## config.mk

```make
export PLATFORM = sky130hd
export DESIGN_NAME = fmv_line_pixel_reader
export DESIGN_NICKNAME = d
export VERILOG_FILES = /design/src/rtl/fmv_line_pixel_reader.sv
export SDC_FILE = /design/constraint.sdc
export NUM_CORES = 1
export LEC_CHECK = 0
export BUFFER_PORTS_ARGS = -buffer_cell sky130_fd_sc_hd__clkbuf_2
export CORE_ASPECT_RATIO = 0.5
export CORE_MARGIN = 5
export CORE_UTILIZATION = 50
export DETAILED_ROUTE_END_ITERATION = 6
export PLACE_DENSITY_LB_ADDON = 0.12
export SLEW_MARGIN = 5
export SYNTH_ARGS = -nofsm -noshare
export SYNTH_HDL_FRONTEND = slang
export SYNTH_SLANG_ARGS = --single-unit
```

## constraint.sdc

```tcl
create_clock -name clk30 -period 6.8 [get_ports clk30]
set_input_delay 1.36 -clock clk30 [delete_from_list [all_inputs] [get_ports clk30]]
set_output_delay 1.36 -clock clk30 [all_outputs]
set_load 0.1 [all_outputs]
```

## src/rtl/fmv_line_pixel_reader.sv

```systemverilog
// rtl/fmv_line_pixel_reader.sv - FMV pixel FIFO read side with per-line alignment
// Pads short lines with BLACK, drains the excess of long lines, flags underflow/sync errors.
`timescale 1ns/1ps
module fmv_line_pixel_reader #(
   parameter int          DEPTH       = 16,
   parameter int          LINE_PIXELS = 352,
   parameter logic [23:0] BLACK       = 24'h000000
) (
   input  logic                     clk30,
   input  logic                     reset_n,
   input  logic                     wr_valid,
   output logic                     wr_ready,
   input  logic [23:0]              wr_data,
   input  logic                     wr_last,
   input  logic                     line_start,
   input  logic                     newpixel,
   input  logic                     clear_err,
   output logic                     pix_valid,
   output logic [23:0]              pix_rgb,
   output logic                     underflow,
   output logic                     sync_err,
   output logic [$clog2(DEPTH):0]   fifo_level
);
   localparam int AW = $clog2(DEPTH);
   localparam int CW = $clog2(LINE_PIXELS + 1);
   localparam logic [AW:0]   FULL_LEVEL = (AW+1)'(DEPTH);
   localparam logic [CW-1:0] LINE_END   = CW'(LINE_PIXELS);

   typedef enum logic [1:0] {IDLE, ACTIVE, SKIP} state_t;

   state_t        state, state_nx;
   logic [24:0]   mem [DEPTH];
   logic [AW-1:0] wr_ptr, rd_ptr;
   logic [CW-1:0] pix_cnt, pix_cnt_nx;
   logic          last_seen, last_seen_nx;
   logic          pad_flagged, pad_flagged_nx;
   logic          push, pop, empty;
   logic [24:0]   head;
   logic          set_under, set_sync, strobe_out, load_head;

   // Full/empty come from the registered level: no bypass in either direction.
   assign wr_ready = (fifo_level != FULL_LEVEL);
   assign empty    = (fifo_level == '0);
   assign push     = wr_valid && wr_ready;
   assign head     = mem[rd_ptr];

   always_comb begin
      state_nx       = state;
      pix_cnt_nx     = pix_cnt;
      last_seen_nx   = last_seen;
      pad_flagged_nx = pad_flagged;
      pop            = 1'b0;
      set_under      = 1'b0;
      set_sync       = 1'b0;
      strobe_out     = 1'b0;
      load_head      = 1'b0;
      if (line_start) begin
         state_nx       = ACTIVE;
         pix_cnt_nx     = '0;
         last_seen_nx   = 1'b0;
         pad_flagged_nx = 1'b0;
         set_sync       = (state != IDLE);
      end else begin
         case (state)
            ACTIVE: begin
               if (newpixel) begin
                  strobe_out = 1'b1;
                  pix_cnt_nx = pix_cnt + 1'b1;
                  if (last_seen) begin
                     set_sync       = !pad_flagged;
                     pad_flagged_nx = 1'b1;
                  end else if (empty) begin
                     set_under = 1'b1;
                  end else begin
                     pop          = 1'b1;
                     load_head    = 1'b1;
                     last_seen_nx = head[24];
                  end
                  if (pix_cnt_nx == LINE_END) begin
                     if (last_seen_nx) begin
                        state_nx = IDLE;
                     end else begin
                        state_nx = SKIP;
                        set_sync = 1'b1;
                     end
                  end
               end
            end
            SKIP: begin
               if (!empty) begin
                  pop = 1'b1;
                  if (head[24]) state_nx = IDLE;
               end
            end
            default: state_nx = IDLE;
         endcase
      end
   end

   always_ff @(posedge clk30 or negedge reset_n) begin
      if (!reset_n) begin
         state       <= IDLE;
         pix_cnt     <= '0;
         last_seen   <= 1'b0;
         pad_flagged <= 1'b0;
         wr_ptr      <= '0;
         rd_ptr      <= '0;
         fifo_level  <= '0;
         pix_valid   <= 1'b0;
         pix_rgb     <= BLACK;
         underflow   <= 1'b0;
         sync_err    <= 1'b0;
      end else begin
         state       <= state_nx;
         pix_cnt     <= pix_cnt_nx;
         last_seen   <= last_seen_nx;
         pad_flagged <= pad_flagged_nx;
         if (push) wr_ptr <= wr_ptr + 1'b1;
         if (pop)  rd_ptr <= rd_ptr + 1'b1;
         case ({push, pop})
            2'b10:   fifo_level <= fifo_level + 1'b1;
            2'b01:   fifo_level <= fifo_level - 1'b1;
            default: fifo_level <= fifo_level;
         endcase
         pix_valid <= strobe_out;
         if (strobe_out) pix_rgb <= load_head ? head[23:0] : BLACK;
         if (set_under)      underflow <= 1'b1;
         else if (clear_err) underflow <= 1'b0;
         if (set_sync)       sync_err <= 1'b1;
         else if (clear_err) sync_err <= 1'b0;
      end
   end

   always_ff @(posedge clk30) begin
      if (push) mem[wr_ptr] <= {wr_last, wr_data};
   end
endmodule

```

**After elaboration in Yosys (flattened, before gate mapping)**

Memories as Yosys holds them, arrays and structs flattened.
Index checks and enable logic that the tools add are counted.

- Equality and inequality tests: 10
- Muxes and demuxes: 50
- Reduce and logical (&&, ||, !) cells: 13
- $add $sub $neg: 5

Operators by type and width:

| kind | number |
|---|---|
| 2-to-1 mux 1 bit | 37 |
| 2-to-1 mux 9 bit | 3 |
| 2-to-1 mux 24 bit | 1 |
| nonzero test 2 bit | 7 |
| 2-to-1 mux 2 bit | 6 |
| inequality test 3 bit (second input constant) | 4 |
| case mux 5 bit (2 select lines) | 1 |
| adder 9 x 1 -> 9 bit (second input constant) | 1 |
| == test 9 bit (second input constant) | 1 |
| adder 4 x 1 -> 4 bit (second input constant) | 2 |
| adder 5 x 1 -> 5 bit (second input constant) | 1 |
| logical NOT 5 bit | 1 |
| inequality test 5 bit (second input constant) | 1 |
| subtractor 5 x 1 -> 5 bit (second input constant) | 1 |
| == test 2 x 1 -> 1 bit (second input constant) | 2 |
| == test 2 bit (second input constant) | 2 |
| case mux 2 bit (2 select lines) | 1 |
| AND reduction 4 bit | 1 |
| AND reduction 3 bit | 1 |
| case mux 1 bit (2 select lines) | 1 |
| AND reduction 2 bit | 1 |
| logical AND 1 bit | 1 |
| logical NOT 1 bit | 1 |

- Register bits: 53
- Output and inout port bits: 33
- Memories: 1
- Bits in writable memories: 400

Memories:

| memory | words | bits a word | read ports | clocked after Yosys merged registers in | write ports | RTL line | RTL |
|---|---|---|---|---|---|---|---|
| mem | 16 | 25 | 1 | 0 | 1 | 32 | `logic [24:0] mem [DEPTH];` |

**Depth between registers and ports, before layout**

Gate-level depths: netlist (run 1).

- Depth after elaboration: 12
- Mapped depth: 15

**Worst setup path after synthesis (run 1)**

OpenSTA, ideal clock, no wires.

- Path kind: reg2reg
- Start: register fifo_level[1]
- End: memory mem[3][0], enable pin
- Data arrival time: 4.252 ns
- Setup slack: 2.109 ns
- Clock period less this slack: 4.691 ns
- Stages on the path, launching flop included: 7
- Library setup time: 0.438 ns
- Buffers on the path: 1
- Cells stage by stage: dfrtp_1 nor4_1 nand2_1 and2_1 clkbuf_1 nand2_1 nor3_1

- Word-level cells in the longest chain between the ends: 4

RTL lines:

| item | RTL line | RTL |
|---|---|---|
| from (decl) | 22 | `output logic [$clog2(DEPTH):0] fifo_level` |
| from (signal assigned) | 121 | `2'b10: fifo_level <= fifo_level + 1'b1;` |
| from (signal assigned) | 122 | `2'b01: fifo_level <= fifo_level - 1'b1;` |
| from (signal assigned) | 123 | `default: fifo_level <= fifo_level;` |
| inequality test 5 bit | 42 | `assign wr_ready = (fifo_level != FULL_LEVEL);` |
| named net wr_ready | 12 | `output logic wr_ready,` |
| logical AND 1 bit | 44 | `assign push = wr_valid && wr_ready;` |
| 2-to-1 mux 1 bit | 135 | `if (push) mem[wr_ptr] <= {wr_last, wr_data};` |
| 2-to-1 mux 1 bit (implied by the code) | 135 |  |
| to (decl) | 32 |  |

The timed path passes the listed nets, and every way through them passes these cells.

**Final worst setup path (run 1)**

- Start: register fifo_level[0]
- End: register fifo_level[4]

- Word-level cells in the longest chain between the ends: 8
- Elaborated cells between the ends (all ways): 14
- Those cells by class: add/sub (2); eq/ne (3); mux (6); reduce/logical (3)

RTL lines:

| item | RTL line | RTL |
|---|---|---|
| logical NOT 5 bit (*) | 43 | `assign empty = (fifo_level == '0);` |
| 2-to-1 mux 1 bit (*) | 72, 90 |  |
| 2-to-1 mux 1 bit | 69 | `if (last_seen) begin` |
| 2-to-1 mux 1 bit | 66 | `if (newpixel) begin` |
| case mux 1 bit (2 select lines) (*) | 64 | `case (state)` |
| 2-to-1 mux 1 bit (*) | 57 | `if (line_start) begin` |
| named net pop | 37 | `logic push, pop, empty;` |
| == test 2 x 1 -> 1 bit / == test 2 bit (equally long branches) | 120 | `case ({push, pop})` |
| case mux 5 bit (2 select lines) / nonzero test 2 bit (equally long branches) | -- |  |

Mark *: on every way through the listed nets, which the timed path passes. The rest lies on a longest branch.
A chain may end at the register's enable or synchronous reset.

==> run summary, run 1 <==
Highest clock rate = 294 MHz
Synth top area cells = edfxtp_1 68%, mux4_2 16%, dfrtp_1 7.5%, a32o_1 1.4%, ha_1 1.0%
DRC viols = 0
CTS Root Cell = clkbuf_16
Syn avg cell area = 21.9 sq um
Commonest non-fill, non-tap cell in the layout = edfxtp_1
Post-Synthesis Cells = 805
Required time worst endpoint = 7.23 ns
Setup crit start kind = register
Global-route wire length before repair = 57000 um
Total die area = 39300 sq um
Inserted Clock Buffers = 41
Largest net degree at the start of global routing = 58
Setup Fix Bufs, Post-CTS = 0
DR WL/cell = 27.3 um
Mapped Nets = 851
MaxCap Viol Count = 0
Vias in the first global route = 8549
Final net count = 932
Hold-fix buffers at CTS = 0
Layout cells sized above 1 = 31.0%
Final max-slew violation count = 0
Setup ws final = 3.40 ns
Filler cells = 2562
Row cnt = 48
Setup violation total in the final timing report = 0
Total power = 8590 uW
FFs w/ async S/R, synth = 11.7%
First-pass DRT Iterations = 5
Clock slew at reported path FFs = 0.06 ns
GP Congestion = 0.778
Clk_skew = 0.0136 ns
GRT busiest layer = met2
Commonest non-fill, non-tap cells in the layout = 400 x edfxtp_1, 122 x mux4_2, 62 x clkbuf_2
Crit path to = fifo_level[4]
WL final = 38000 um
Slew Limit Headroom = 15.3%
Top-area cell type share of the netlist area = 68.3%
Outcome = completed
Worst slack at placement = 2.89 ns
Vias = 8357
Clock sink count = 453
R2r setup slk = 3.40 ns
HP Class = register to register
Number of synthesized flops with an enable pin = 400
Nature of the critical path endpoint = register
Initial antenna violation count = 0
Die W = 275 um
Critical path startpoint = fifo_level[0]
YS warnings = 0
Final ANT Viol Nets = 0
Netlist cell types = 42
Effective utilization at floorplan = 50.8%
Hpwl dp = 20400 um
Register area share after synthesis = 75.8%
Yosys top cell by area = edfxtp_1
Fin crit period = 3.40 ns
TritonCTS clock tree = built
Least-Margin Pin Slew = 1.27 ns
Final count of hold timing violations = 0
Final setup TNS = 0 ns
Setup Crit Path Kind = register to register
FF+latch count, synth = 453
CP max FO = 28
Ports = 64
N_diodes = 0
CTS H-Tree Depth = 2
Max clock buf depth = 3
Die H = 143 um
Core area = 34600 sq um
Cts repair resizes = 0
Crit path DAT = 3.84 ns
Drt via density = 6.00
R2R Path End = fifo_level[4]
GR met3 Demand/Resource = 4.55%
Post-synthesis instance area = 17600 sq um
Pwr per Cell Area = 432 nW/um^2
Cells on worst reg2reg path = 14
Most common flop cell mapped by yosys = edfxtp_1
Met1 Usage GRT = 29.6%
Hold slack = 0.490 ns
Peak supply drop = 256 uV
Gr ovfl total = 0
Worst R2R Start = fifo_level[0]
Unrepaired setup endpoints after global routing = false
Fin crit share = 50.1%
Gr usage total = 20.0%
Pleak = 0.00659 uW
Number of buffers added on ports = 63
Met2 usage = 31.7%
Syn-to-layout area delta = 13.0%
Iter 0 DRT Violations = 839
Worst-Skew Late Latency = 0.55 ns
Final Util = 57.5%
[kinds of logic (layout without fill, tap and decap cells)]
logic type                 Yosys count  count (layout)  synth area share [%]
AOI/OAI and AO/OA                   53              53                  2.41
xor gates and xnor gates            19              19                 0.946
adders and majority gates           15              15                  1.11
buffers and inverters               60             173                  1.64
DFF                                453             453                  75.8
muxes                              127             127                  15.9
and+or+nand+nor                     78              78                  2.16
[through the flow]
stage / std cells / cell area [sq um]
final: 1393 / 19900
after global routing: 1393 / 19900
after CTS: 1393 / 19900
after detailed placement: 1318 / 18500
after global placement: 1318 / 18500
after floorplan: 805 / 17600
[worst min-delay path by stage]
stage                      from  cells past startpoint           to  slack (ns)
floorplan           pad_flagged                      2  pad_flagged        0.46
global placement    pix_rgb[20]                      1  pix_rgb[20]        0.48
detailed placement  pix_rgb[20]                      1  pix_rgb[20]        0.48
CTS                 pix_rgb[20]                      1  pix_rgb[20]        0.50
global route        pix_rgb[13]                      1  pix_rgb[13]        0.51
finish              pix_rgb[20]                      1  pix_rgb[20]        0.49
[worst max-delay path: stages (launching register included)]
cell      delay (ns)
dfrtp_1         0.43
nor4_1          0.10
nand2b_1        0.07
buf_4           0.45
o21ai_0         0.19
nor3b_1         0.58
ha_1            0.35
inv_1           0.10
fa_1            0.40
inv_1           0.07
a21o_1          0.10
a21oi_1         0.07
xnor2_1         0.14
nor2_1          0.07
xor2_1          0.14
[power breakdown]
part | leakage (uW) | switching [uW] | internal (uW)
Sequential | 0.00428 | 269 | 3390
Clock | 0.000658 | 1000 | 1320
Combinational | 0.00165 | 1590 | 1020
Total | 0.00659 | 2860 | 5730
[sequential cells by signal, summed over array words and instances (netlist names)]
signal	count
wr_ptr	4
fifo_level	5
pix_rgb	24
state	2
pix_valid	1
pad_flagged	1
last_seen	1
rd_ptr	4
pix_cnt	9
underflow	1
mem	400
sync_err	1
[cells in the mapped netlist (2+ instances only)]
cell type,number
ha_1,14
nand3b_1,2
nand3_1,3
nand2b_1,4
xor2_1,9
clkbuf_1,26
nor2_1,27
mux2i_1,4
inv_1,15
dfrtp_1,53
and3_1,2
nand2_1,19
xnor2_1,10
buf_6,7
o21ai_0,6
edfxtp_1,400
o32ai_1,3
and2_1,3
buf_1,4
a32o_1,24
nor3_1,4
o21bai_1,2
mux4_2,122
a21oi_1,7
buf_2,8
a22oi_1,2
a21o_1,2
nand4_1,6
a31oi_1,4
[layer usage]
layer,up-vias,wire length (um)
met4,0,517
met1,4532,16500
li1,3522,-
met2,257,18300
met5,-,0
met3,46,2720
[area by class of cell]
type | count | area, sq um | area share [%]
Clock inverter | 25 | 225 | 1.13
Sequential cell | 453 | 13300 | 67.1
Timing Repair Buffer | 83 | 465 | 2.34
Multi-Input combinational cell | 292 | 4080 | 20.5
Clock buffer | 50 | 1110 | 5.60
Tap cell | 475 | 594 | 2.99
Inverter | 15 | 56.3 | 0.283
Note: power is estimated with default switching activity, not from simulation.
==> inputs of run 2 (changes only) <==
ABC_AREA = 1   (was default)
clock period = 3.45 ns   (was 6.8 ns; I/O delays follow)
==> run 2 against run 1 <==
- clock power up 94%
- critical path depth is 5 higher
- critical path type unchanged
- critical endpoint unchanged
- wire length increased by 19%
- non-clock buffer count increased by 16
- combinational power increased to 2.5 times the previous value
- clock skew about the same
- sequential cell count is the same
- sequential power increased by 91%
- power grew 110%
- highest routed layer unchanged
==> run summary, run 2 <==
FF+latch count, synth = 453
Layout cells sized above 1 = 11.6%
Fin crit period = 2.74 ns
Drt via density = 5.75
Worst-Skew Late Latency = 0.55 ns
Critical path buffers and inverters = 4
Die H = 145 um
Setup violation total in the final timing report = 0
CTS Root Cell = clkbuf_16
Required time worst endpoint = 3.92 ns
Hpwl dp = 24300 um
Number of synthesized flops with an enable pin = 400
Gr usage total = 21.9%
Effective utilization at floorplan = 50.8%
Number of buffers added on ports = 63
Nature of the critical path endpoint = register
Clock sink count = 453
MaxCap Viol Count = 0
Final count of hold timing violations = 0
Gr ovfl total = 0
Critical path startpoint = state[1]
Main combinational cell family by area after synthesis = simple AND/OR/NAND/NOR gates
Crit path largest cell delay = 0.40 ns
Final net count = 1599
Post-Synthesis Cells = 1498
Commonest non-fill, non-tap cell in the layout = nand2_1
Iter 0 DRT Violations = 1110
Crit path DAT = 3.20 ns
Post-Synth Adder-Cell Area = 1.07%
CP max FO = 5
WL final = 45400 um
Register area share after synthesis = 72.9%
GP Congestion = 0.807
Commonest non-fill, non-tap cells in the layout = 418 x nand2_1, 400 x edfxtp_1, 166 x nand3_1
Comb pwr share = 36.6%
Highest clock rate = 366 MHz
FFs w/ async S/R, synth = 11.7%
Internal cell power = 10900 uW
DR WL/cell = 22.0 um
Least-Margin Pin Slew = 0.939 ns
Switching Fraction = 40.0%
Clk_skew = 0.0141 ns
Unrepaired setup endpoints after global routing = false
Peak supply drop = 844 uV
N_diodes = 0
Syn avg cell area = 12.2 sq um
Most frequent cells after synthesis = 419 x nand2_1, 400 x edfxtp_1, 166 x nand3_1, 139 x a21oi_1, 66 x a22oi_1
Vias = 11900
Total die area = 40800 sq um
Top-count cell post-synth = nand2_1
Largest net degree at the start of global routing = 117
Met3 WL = 3470 um
Row cnt = 49
Vias in the first global route = 11400
Slew Limit Headroom = 37.4%
Top-area cell type share of the netlist area = 65.6%
Outcome = completed
Metal2 WL = 20600 um
Fin crit share = 79.3%
NetSw = 7250 uW
Mapped Nets = 1544
Synth Area in Compound Gates = 7.63%
Sequential share of power = 38.6%
Post-synthesis mux area share = 0%
Post-Synth Simple-Gate Area = 14.4%
Metal1 wirelength = 20700 um
Setup Crit Path Kind = register to register
Global-route wire length before repair = 69200 um
Setup Fix Bufs, Post-CTS = 0
TritonCTS clock tree = built
Max FFs per register = 400
Synth top area cells = edfxtp_1 66%, nand2_1 8.6%, dfrtp_1 7.2%, nand3_1 4.5%, a21oi_1 3.8%
Netlist cell types = 31
Hold-fix buffers at CTS = 0
Post-synthesis instance area = 18300 sq um
Worst R2R Start = state[1]
First-pass DRT Iterations = 5
YS warnings = 0
Final max-slew violation count = 0
Pwr per Cell Area = 876 nW/um^2
DRC viols = 0
Area share of xor/xnor cells in the synthesized design = 0.526%
CP top delay family = simple AND/OR/NAND/NOR gates
Final ANT Viol Nets = 0
Max clock buf depth = 3
Core area = 36000 sq um
Most common flop cell mapped by yosys = edfxtp_1
Clock power share = 24.8%
Inserted Clock Buffers = 41
Final setup TNS = 0 ns
Die W = 281 um
Clock slew at reported path FFs = 0.06 ns
CTS H-Tree Depth = 2
CP max-delay cell = dfrtp_1
Top layer in use = met4
HP Class = input port to asynchronous set/reset pin
Cts repair resizes = 0
Final Util = 57.3%
Pleak = 0.00767 uW
Biggest register = mem
Yosys top cell by area = edfxtp_1
Registers with the most flip-flops = mem (400), pix_rgb (24), pix_cnt (9)
Syn-to-layout area delta = 12.9%
Setup crit start kind = register
Crit path top cell by count = nor2_1
Filler cells = 2940
Initial antenna violation count = 0
CP Cell Sequence = inv_1, ha_1, nand2_1, nor2_1, nor2_1, nor2_1, nand2_1, inv_1, ha_1, inv_1, fa_1, inv_1, a21oi_1, nor2_1, nor2_1, nand2_1, nand2_1, nor2_1, xor2_1
Ports = 64
[run 2: final cells by class]
class	count	area, sq um	area share [%]
well taps	484	606	2.93
flip-flops and latches	453	13300	64.6
clock inverters	22	213	1.03
clock buffers	53	1080	5.23
repair buffers	99	748	3.62
multi-input cells	904	4450	21.6
inverters	54	209	1.01
[run 2: worst register-to-register path: stages, from the launching register on]
cell	delay, ns
dfrtp_1	0.40
inv_1	0.08
ha_1	0.17
nand2_1	0.11
nor2_1	0.14
nor2_1	0.05
nor2_1	0.08
nand2_1	0.09
inv_1	0.14
ha_1	0.25
inv_1	0.10
fa_1	0.36
inv_1	0.10
a21oi_1	0.07
nor2_1	0.09
nor2_1	0.06
nand2_1	0.05
nand2_1	0.04
nor2_1	0.11
xor2_1	0.15
[run 2: power groups by stage]
stage	Clock [uW]	Combinational (uW)	Sequential (uW)
final	4490	6620	7000
after global routing	4810	7210	7060
after CTS	4560	6640	7000
after detailed placement	0	6610	7100
after global placement	0	6520	7090
after floorplan	0	3670	8200
[run 2: final timing paths]
| check | to | slack, ns | cells after the start |
|---|---|---|---|
| hold reg to reg | pix_rgb[15] | 0.48 | 2 |
| min in group clk30 | underflow | 0.37 | 2 |
| hold / removal | sync_err | 0.30 | 1 |
| setup reg to reg | fifo_level[4] | 0.71 | 19 |
| max in group asynchronous | rd_ptr[1] | 2.33 | 2 |
| setup / recovery | fifo_level[4] | 0.71 | 19 |
[run 2: kinds of logic after synthesis]
| group | Yosys count |
|---|---|
| compound gates | 239 |
| buf+inv | 141 |
| flops | 453 |
| simple gates | 639 |
| xor+xnor | 11 |
| fa+ha+maj | 15 |
[run 2: metrics by stage]
step / cells / power, uW / setup WS [ns] / hold slack (ns) / instance area [sq um]
finish: 2069 / 18100 / 0.714 / 0.297 / 20700
global route: 2069 / 19100 / 0.475 / 0.345 / 20700
CTS: 2069 / 18200 / 0.710 / 0.308 / 20700
detailed placement: 1994 / 13700 / 0.569 / 0.465 / 19400
global placement: 1994 / 13600 / 0.634 / 0.464 / 19400
floorplan: 1498 / 11900 / 0.206 / 0.394 / 18400
[run 2: metal layers]
metal	up-vias	track usage, %
li1	5441	-
met4	0	4.08
met1	5948	34.2
met5	-	0
met2	453	33.4
met3	56	3.39
